$ cat config.mk
export PLATFORM = sky130hd
export DESIGN_NAME = rr_mux_arbiter
export DESIGN_NICKNAME = d
export VERILOG_FILES = /design/src/rtl/mux_arb_pkg.sv /design/src/rtl/muxNto1.sv /design/src/rtl/rr_mux_arbiter.sv
export SDC_FILE = /design/constraint.sdc
export NUM_CORES = 1
export LEC_CHECK = 0
export CORE_MARGIN = 3
export CORE_UTILIZATION = 25
export DETAILED_ROUTE_END_ITERATION = 8
export SETUP_SLACK_MARGIN = 0.15
export SYNTH_ARGS = -nofsm -noshare
export SYNTH_HDL_FRONTEND = slang
export SYNTH_SLANG_ARGS = --single-unit
$ cat constraint.sdc
create_clock -name clk -period 2.38 [get_ports clk]
set_input_delay 0.357 -clock clk [delete_from_list [all_inputs] [get_ports clk]]
set_output_delay 0.357 -clock clk [all_outputs]
set_load 0.005 [all_outputs]
$ cat src/rtl/mux_arb_pkg.sv
// rtl/mux_arb_pkg.sv - shared types and round-robin pick helper for rr_mux_arbiter
// Purpose: arbiter state enum and the rr_pick search. rr_pick is sized for up to
// MAX_N requesters. Callers zero-extend their request vector to MAX_N bits and
// pass mask = N-1, so the search wraps at the caller's real N.
package mux_arb_pkg;

  localparam int MAX_SEL = 5;
  localparam int MAX_N   = 1 << MAX_SEL;

  typedef enum logic {
    IDLE  = 1'b0,
    BURST = 1'b1
  } state_t;

  // Returns the index of the first set bit of req at or after ptr, wrapping mod (mask+1).
  // If no bit is set, ptr is returned; callers only use the result when |req.
  function automatic logic [MAX_SEL-1:0] rr_pick(
    input logic [MAX_N-1:0]   req,
    input logic [MAX_SEL-1:0] ptr,
    input logic [MAX_SEL-1:0] mask
  );
    logic [MAX_SEL-1:0] idx;
    logic [MAX_SEL-1:0] pick;
    logic               found;
    pick  = ptr & mask;
    found = 1'b0;
    for (int i = 0; i < MAX_N; i++) begin
      idx = (ptr + MAX_SEL'(i)) & mask;
      if (!found && req[idx]) begin
        found = 1'b1;
        pick  = idx;
      end
    end
    return pick;
  endfunction

endpackage

$ cat src/rtl/muxNto1.sv
// rtl/muxNto1.sv - N-to-1 data multiplexer, N = 2^SEL_WIDTH
// Ports:
//   in   N*w-bit concatenated inputs, slice k at [k*w +: w]
//   sel  SEL_WIDTH-bit slice index
//   out  w-bit selected slice
module muxNto1 #(
  parameter int SEL_WIDTH = 2,
  parameter int w         = 8
) (
  input  logic [(1<<SEL_WIDTH)*w-1:0] in,
  input  logic [SEL_WIDTH-1:0]        sel,
  output logic [w-1:0]                out
);

  assign out = in[sel*w +: w];

endmodule

$ cat src/rtl/rr_mux_arbiter.sv
// rtl/rr_mux_arbiter.sv - round-robin burst arbiter sharing one valid/ready data channel
// Purpose: grants one of N = 2^SEL_WIDTH requesters for a burst of req_len+1 beats.
// The granted requester's data is steered onto out_data by an internal muxNto1.
// Ports:
//   clk, rst_n  clock; asynchronous active-low reset
//   req         per-requester level request, held for the whole burst
//   req_len     per-requester beats-1, slice k at [k*LEN_W +: LEN_W]
//   req_data    per-requester current beat, slice k at [k*W +: W]
//   gnt, sel    registered one-hot grant and its index
//   beat_ack    one-hot pulse when the granted beat is consumed
//   out_valid, out_data, out_ready  output stream
//   busy        a burst is in progress
module rr_mux_arbiter
  import mux_arb_pkg::*;
#(
  parameter int SEL_WIDTH = 2,
  parameter int W         = 8,
  parameter int LEN_W     = 4
) (
  input  logic                              clk,
  input  logic                              rst_n,
  input  logic [(1<<SEL_WIDTH)-1:0]         req,
  input  logic [(1<<SEL_WIDTH)*LEN_W-1:0]   req_len,
  input  logic [(1<<SEL_WIDTH)*W-1:0]       req_data,
  output logic [(1<<SEL_WIDTH)-1:0]         gnt,
  output logic [(1<<SEL_WIDTH)-1:0]         beat_ack,
  output logic [SEL_WIDTH-1:0]              sel,
  output logic                              out_valid,
  output logic [W-1:0]                      out_data,
  input  logic                              out_ready,
  output logic                              busy
);

  localparam int N = 1 << SEL_WIDTH;

  state_t               state_q, state_d;
  logic [SEL_WIDTH-1:0] sel_q, sel_d;
  logic [N-1:0]         gnt_q, gnt_d;
  logic [SEL_WIDTH-1:0] ptr_q, ptr_d;
  logic [LEN_W-1:0]     cnt_q, cnt_d;
  logic [SEL_WIDTH-1:0] pick;
  logic                 accept;

  assign pick = SEL_WIDTH'(rr_pick(MAX_N'(req), MAX_SEL'(ptr_q), MAX_SEL'(N - 1)));

  // A dropped request in BURST deasserts valid immediately, so an abort never acks.
  assign out_valid = (state_q == BURST) && req[sel_q];
  assign accept    = out_valid && out_ready;
  assign beat_ack  = gnt_q & {N{accept}};
  assign gnt       = gnt_q;
  assign sel       = sel_q;
  assign busy      = (state_q == BURST);

  always_ff @(posedge clk or negedge rst_n) begin
    if (!rst_n) begin
      state_q <= IDLE;
      sel_q   <= '0;
      gnt_q   <= '0;
      ptr_q   <= '0;
      cnt_q   <= '0;
    end else begin
      state_q <= state_d;
      sel_q   <= sel_d;
      gnt_q   <= gnt_d;
      ptr_q   <= ptr_d;
      cnt_q   <= cnt_d;
    end
  end

  always_comb begin
    state_d = state_q;
    sel_d   = sel_q;
    gnt_d   = gnt_q;
    ptr_d   = ptr_q;
    cnt_d   = cnt_q;
    unique case (state_q)
      IDLE: begin
        if (|req) begin
          state_d = BURST;
          sel_d   = pick;
          gnt_d   = N'(1) << pick;
          cnt_d   = req_len[pick*LEN_W +: LEN_W];
        end
      end
      BURST: begin
        // Abort and last beat both leave via IDLE, which guarantees one bubble between bursts.
        if (!req[sel_q] || (accept && (cnt_q == '0))) begin
          state_d = IDLE;
          gnt_d   = '0;
          ptr_d   = sel_q + SEL_WIDTH'(1);
        end else if (accept) begin
          cnt_d = cnt_q - LEN_W'(1);
        end
      end
      default: state_d = IDLE;
    endcase
  end

  muxNto1 #(
    .SEL_WIDTH(SEL_WIDTH),
    .w        (W)
  ) u_data_mux (
    .in (req_data),
    .sel(sel_q),
    .out(out_data)
  );

endmodule
; ---- Yosys cells after proc, flatten, opt, wreduce, memory -nomap -nowiden
; Index checks and enable logic that the tools add are counted.
[totals]
out_inout_bits = 20
regBits = 13
elab_cells = 291
input_bits = 55
[classes]
magnitude_cmp = 33
eq_ne = 4
shifts = 3
n_addsub = 33
n_reduce_logical = 73
n_mux = 138
n_bitwise = 2
[ops]
columns = operator, count
row1 = $lt A2 B6 Y1 const B, 32
row2 = $bmux W1 S2, 33
row3 = $mux W1, 66
row4 = $mux W2, 31
row5 = $logic_and A1 B1 Y1, 34
row6 = $add A2 B1 Y2 const B, 16
row7 = $add A2 B2 Y2 const B, 16
row8 = $logic_not A1 Y1, 32
row9 = $shiftx A32 B6 Y8, 1
row10 = $mux W4, 5
row11 = $pmux W4 S2, 2
row12 = $shiftx A16 B5 Y4, 1
row13 = $reduce_and A2 Y1, 3
row14 = $and A4 B4 Y4, 1
row15 = $logic_not A4 Y1, 1
row16 = $ne A2 B1 Y1 const B, 2
row17 = $ne A2 B2 Y1 const B, 2
row18 = $reduce_or A4 Y1, 1
row19 = $shl A1 B2 Y4 const A, 1
row20 = $sub A4 B1 Y4 const B, 1
row21 = $lt A2 B3 Y1 const B, 1
row22 = $reduce_and A3 Y1, 1
row23 = $pmux W1 S2, 1
row24 = $logic_or A1 B1 Y1, 1
row25 = $not A1 Y1, 1

; ---- Logic depth before layout (Yosys ltp)
[depth]
depth_word = 99
depth_mapped = 7
mapped_depth_nobuf = 7

; ---- Modules after synthesis
; A second synthesis with hierarchy kept.
[hier_totals]
cells_unflattened = 107
area_unflattened_um2 = 1129.8
[modules_own_cells]
columns = mod, area_each_um2, seq_area_each_um2, n_inst, cells_each
row1 = rr_mux_arbiter, 933.4, 325.3, 1, 97
row2 = muxNto1, 196.4, 0.0, 1, 10

; ---- Worst setup path after synthesis
; OpenSTA, ideal clock, no wires.
[synth_timing]
kind = register to register
start = reg ptr_q[0]
end = reg cnt_q[2]
setup_ps = 126
path_slack_ps = 361
t_arrival_ps = 1893
synth_period_minus_slack_ps = 2019
t_required_ps = 2254
stages_incl_launch_ff = 7
path_buffers = 1
cell_sequence = dfrtp_1 nor2b_1 o2bb2ai_1 a211o_1 buf_6 mux4_2 a221o_1
[synth_between]
elab_chain_cells = 99
word_cells_on_any_way = 222
classes_between = add/sub: 31 / shift: 1 / mux: 128 / reduce/logical: 62
[synth_rtl]
columns = element, line
row1 = from (decl), rr_mux_arbiter.sv:39  ; logic [SEL_WIDTH-1:0] ptr_q, ptr_d;
row2 = from (signal assigned), rr_mux_arbiter.sv:65  ; ptr_q <= ptr_d;
row3 = branches (longest 95 deep; another with $add A2 B1 Y2), --
row4 = $mux W2 (*), mux_arb_pkg.sv:29  ; if (!found && req[idx]) begin
row5 = $shiftx A16 B5 Y4 (*), rr_mux_arbiter.sv:82  ; cnt_d = req_len[pick*LEN_W +: LEN_W];
row6 = $mux W4 (*), rr_mux_arbiter.sv:78  ; if (|req) begin
row7 = $pmux W4 S2 (*), rr_mux_arbiter.sv:76  ; unique case (state_q)
row8 = to (signal assigned), rr_mux_arbiter.sv:66  ; cnt_q <= cnt_d;
row9 = to (decl), rr_mux_arbiter.sv:40  ; logic [LEN_W-1:0] cnt_q, cnt_d;
; Every way passes the cells marked *. The select of a mux whose other input is x is not followed.
; A chain may end at the register's enable or synchronous reset.

; ---- Worst setup path in the final report
[layout_timing]
start = reg sel_q[0], in the netlist sel[0]
end = out beat_ack[1]
[layout_between]
elab_chain_cells = 5
[layout_rtl]
columns = element, line
row1 = from (decl), rr_mux_arbiter.sv:37  ; logic [SEL_WIDTH-1:0] sel_q, sel_d;
row2 = from (signal assigned), rr_mux_arbiter.sv:63  ; sel_q <= sel_d;
row3 = $bmux W1 S2, rr_mux_arbiter.sv:47  ; assign out_valid = (state_q == BURST) && req[sel_q];
row4 = $mux W1 (implied by the code), rr_mux_arbiter.sv:47
row5 = $logic_and A1 B1 Y1, rr_mux_arbiter.sv:47
row6 = $logic_and A1 B1 Y1, rr_mux_arbiter.sv:48  ; assign accept = out_valid && out_ready;
row7 = $and A4 B4 Y4, rr_mux_arbiter.sv:49  ; assign beat_ack = gnt_q & {N{accept}};
row8 = to (decl), rr_mux_arbiter.sv:26  ; output logic [(1<<SEL_WIDTH)-1:0] beat_ack,
; No other way between the ends. The select of a mux whose other input is x is not followed.

==> flow_summary.ini <==
[worst_setup_path]
slowest_stage = mux4_2
path_buf_inv = 1
critical_path.max_fanout = 5
rr_endpoint = cnt_q[2]
critPathCaptureType = output port
crit_chain = mux4_2 > and2_4 > and3_1 > dlygate4sd2_1
endpoint = beat_ack[1]
critPathRequiredTime_ns = 2.02
crit_start = sel[0]
cp_top_family = multiplexers
r2r_cells = 5
reg2reg_from = ptr_q[0]
worstSetupPathType = reg -> out
rrSetupSlack_ns = 0.36
critPathLaunchType = flip-flop
crit_arrival_ns = 1.80
path_depth = 4
slowest_delay_ns = 0.55

[cells_and_area]
layout_commonest_cell = clkdlybuf4s50_1
nets = 265
diodes = 0
drive_above_1_share_pct = 17.87
final_util_pct = 47.86
areaGrowthSynthToFinish_pct = 82.01
final_cell_mix = 65 x clkdlybuf4s50_1, 17 x buf_4, 12 x nand2_1, 12 x dfrtp_1, 11 x mux4_2

[detailed_routing]
num_vias = 1320
vias_per_cell = 5.097
routed_wl_um = 4216
detail-route-antenna-nets = 0
drcViolationCount = 0
drt-initial-drc-count = 47
dr.pass1.iters = 4
routedWlPerCell_um = 16.28

[power]
pwr-share-seq_pct = 22.5
swShare_pct = 37.88
leakage_uw = 0.0008782
power_density_mw_per_mm2 = 979.4
p_int_uw = 1294
clockPowerShare_pct = 9.5
p_sw_uw = 789.2
pwr-share-comb_pct = 67.9
ir_drop_mv = 0.3282

[logic_synthesis]
synthFlopType = dfrtp_1
synthCells = 117
synth_seq_area_share_pct = 27.84
ys_seq_elements = 13
ys_async_sr_fraction_pct = 100.0
synth_top_area_share_pct = 27.84
syn_area_sq_mm = 0.001169
yosys_warnings = 0
synth_fp_nets = 174
synth_area_leader_cell = dfrtp_1
synthDistinctLibCells = 41
avgSynthCellArea_sq_um = 9.988
synth-edff-count = 0
ys_top_cells_by_area = dfrtp_1 28%, mux4_2 19%, a211oi_1 4.5%

[grt]
grt_pass1_wl_um = 6237
first_global_vias = 1274
grt_max_degree = 17
antenna_found_initial = 0
grt_overflow = 0
grt_usage_pct = 14.37

[cts]
numCtsBuffers = 3
cts_tree = yes
clk_pin_slew_ns = 0.06
clk-insertion-delay-late_ns = 0.24
htree_levels = 1
max-clock-path-buffers = 2
clock_sink_count = 13
root_buffer = clkbuf_8
holdBufCountCts = 0
cts_setup_buffers = 0

[run]
cap_violations = 0

[sta]
final.setup.tns_ns = 0
fin_crit_sh_pct = 90.59
fmax_mhz = 463.8
worst_pin_slew_ns = 0.6187
rsz0062_at_grt = false
hold_viol_final = 0
layout_min_cycle_time_ns = 2.156
finalMaxSlewViolations = 0
fin_skew_ns = 0.003735
setup_viol = 0
max_slew_margin_pct = 58.66

[status]
status = finished clean

[floorplanning]
io_pins = 75
die-area_sq_mm = 0.005531
row_count = 24
core_region_area_sq_mm = 0.004444
dieWidth_um = 74.37
die_h_um = 74.37
initial_core_util_pct = 26.30

[placed_design]
io_buffers = 74
gp_congestion = 0.7332
dp_hpwl_um = 3615

[min_path]
hp-class = in -> async
-- synth_stat cells, types with 2 or more instances --
master and n:
a211oi_1 7, and3_1 5, nand2_1 12, dfrtp_1 13, a2111oi_0 2, a21o_1 2, inv_1 7, o21ai_0 4
nor2_1 5, ha_1 2, o32ai_1 4, o21a_1 2, o31ai_1 3, nor4b_1 2, a21oi_1 3, a211o_1 2
mux4_2 10, and2_1 2, clkbuf_1 4, nor2b_1 5
-- how the worst min path moves through the flow --
stage	slack [ns]	to
3_5_place_dp	0.55	gnt[0]
6_report	0.48	cnt_q[2]
4_1_cts	0.50	cnt_q[2]
3_3_place_gp	0.54	gnt[1]
5_1_grt	0.53	cnt_q[2]
2_1_floorplan	0.06	busy
-- stage by stage --
stage	cell area, sq um	std cells	power (uW)	hold slack (ns)	setup slack [ns]
after detailed placement	2079	255	1874	0.5519	-0.2411
after global placement	2079	255	1819	0.5446	-0.1837
after CTS	2117	259	2080	0.5000	0.1660
final	2127	259	2083	0.4833	0.2240
after floorplan	1169	117	1198	0.06141	0.3608
after global routing	2127	259	2244	0.5307	0.1639
-- layout make-up --
cell class | count | area [sq um]
fillers | 420 | 2317
repair buffers | 92 | 878.3
multi-input cells | 91 | 785.8
flip-flops and latches | 13 | 326.6
well taps | 52 | 65.06
clock buffers | 4 | 45.04
inverters | 7 | 26.28
-- power by group through the flow --
stage                     Combinational [uW]  Sequential (uW)  Clock [uW]
after floorplan                          770              428           0
after global placement                  1360              459           0
after detailed placement                1410              464           0
after CTS                               1410              467         205
after global routing                    1540              492         210
final                                   1420              469         199
-- registers in the layout (all words and copies together), names as in the netlist --
signal and count:
busy 1, gnt 4, ptr_q 2, cnt_q 4, sel 2
-- per-layer routing --
metal | vias to the layer above | GRT usage, % | share of wire, %
met2 | 37 | 23.90 | 53
met3 | 7 | 2.027 | 4.6
li1 | 644 | - | -
met4 | 0 | 4.348 | 1.4
met5 | - | 0 | 0
met1 | 632 | 19.35 | 42
-- timing repair --
item / in CTS / in global routing
cloned: 0 / 0
endpoints found under the setup margin: 14 / 8
pin swaps: 1 / 0
resized for setup: 13 / 3
-- worst register-to-register path, stage by stage (launching register included) --
cell and delay (ns):
dfrtp_1 0.43, nor2b_1 0.15, o2bb2ai_1 0.20, a211o_1 0.24, mux4_2 0.52, a221o_1 0.35
-- cells by family after synthesis --
family	after synthesis	synth area share, %
AOI/OAI and AO/OA	37	23.77
buffers and inverters	13	4.818
xor gates and xnor gates	1	0.7496
DFF	13	27.84
muxes	11	21.52
adders and majority gates	2	2.141
and+or+nand+nor	40	19.17
(Power assumes the default switching activity.)
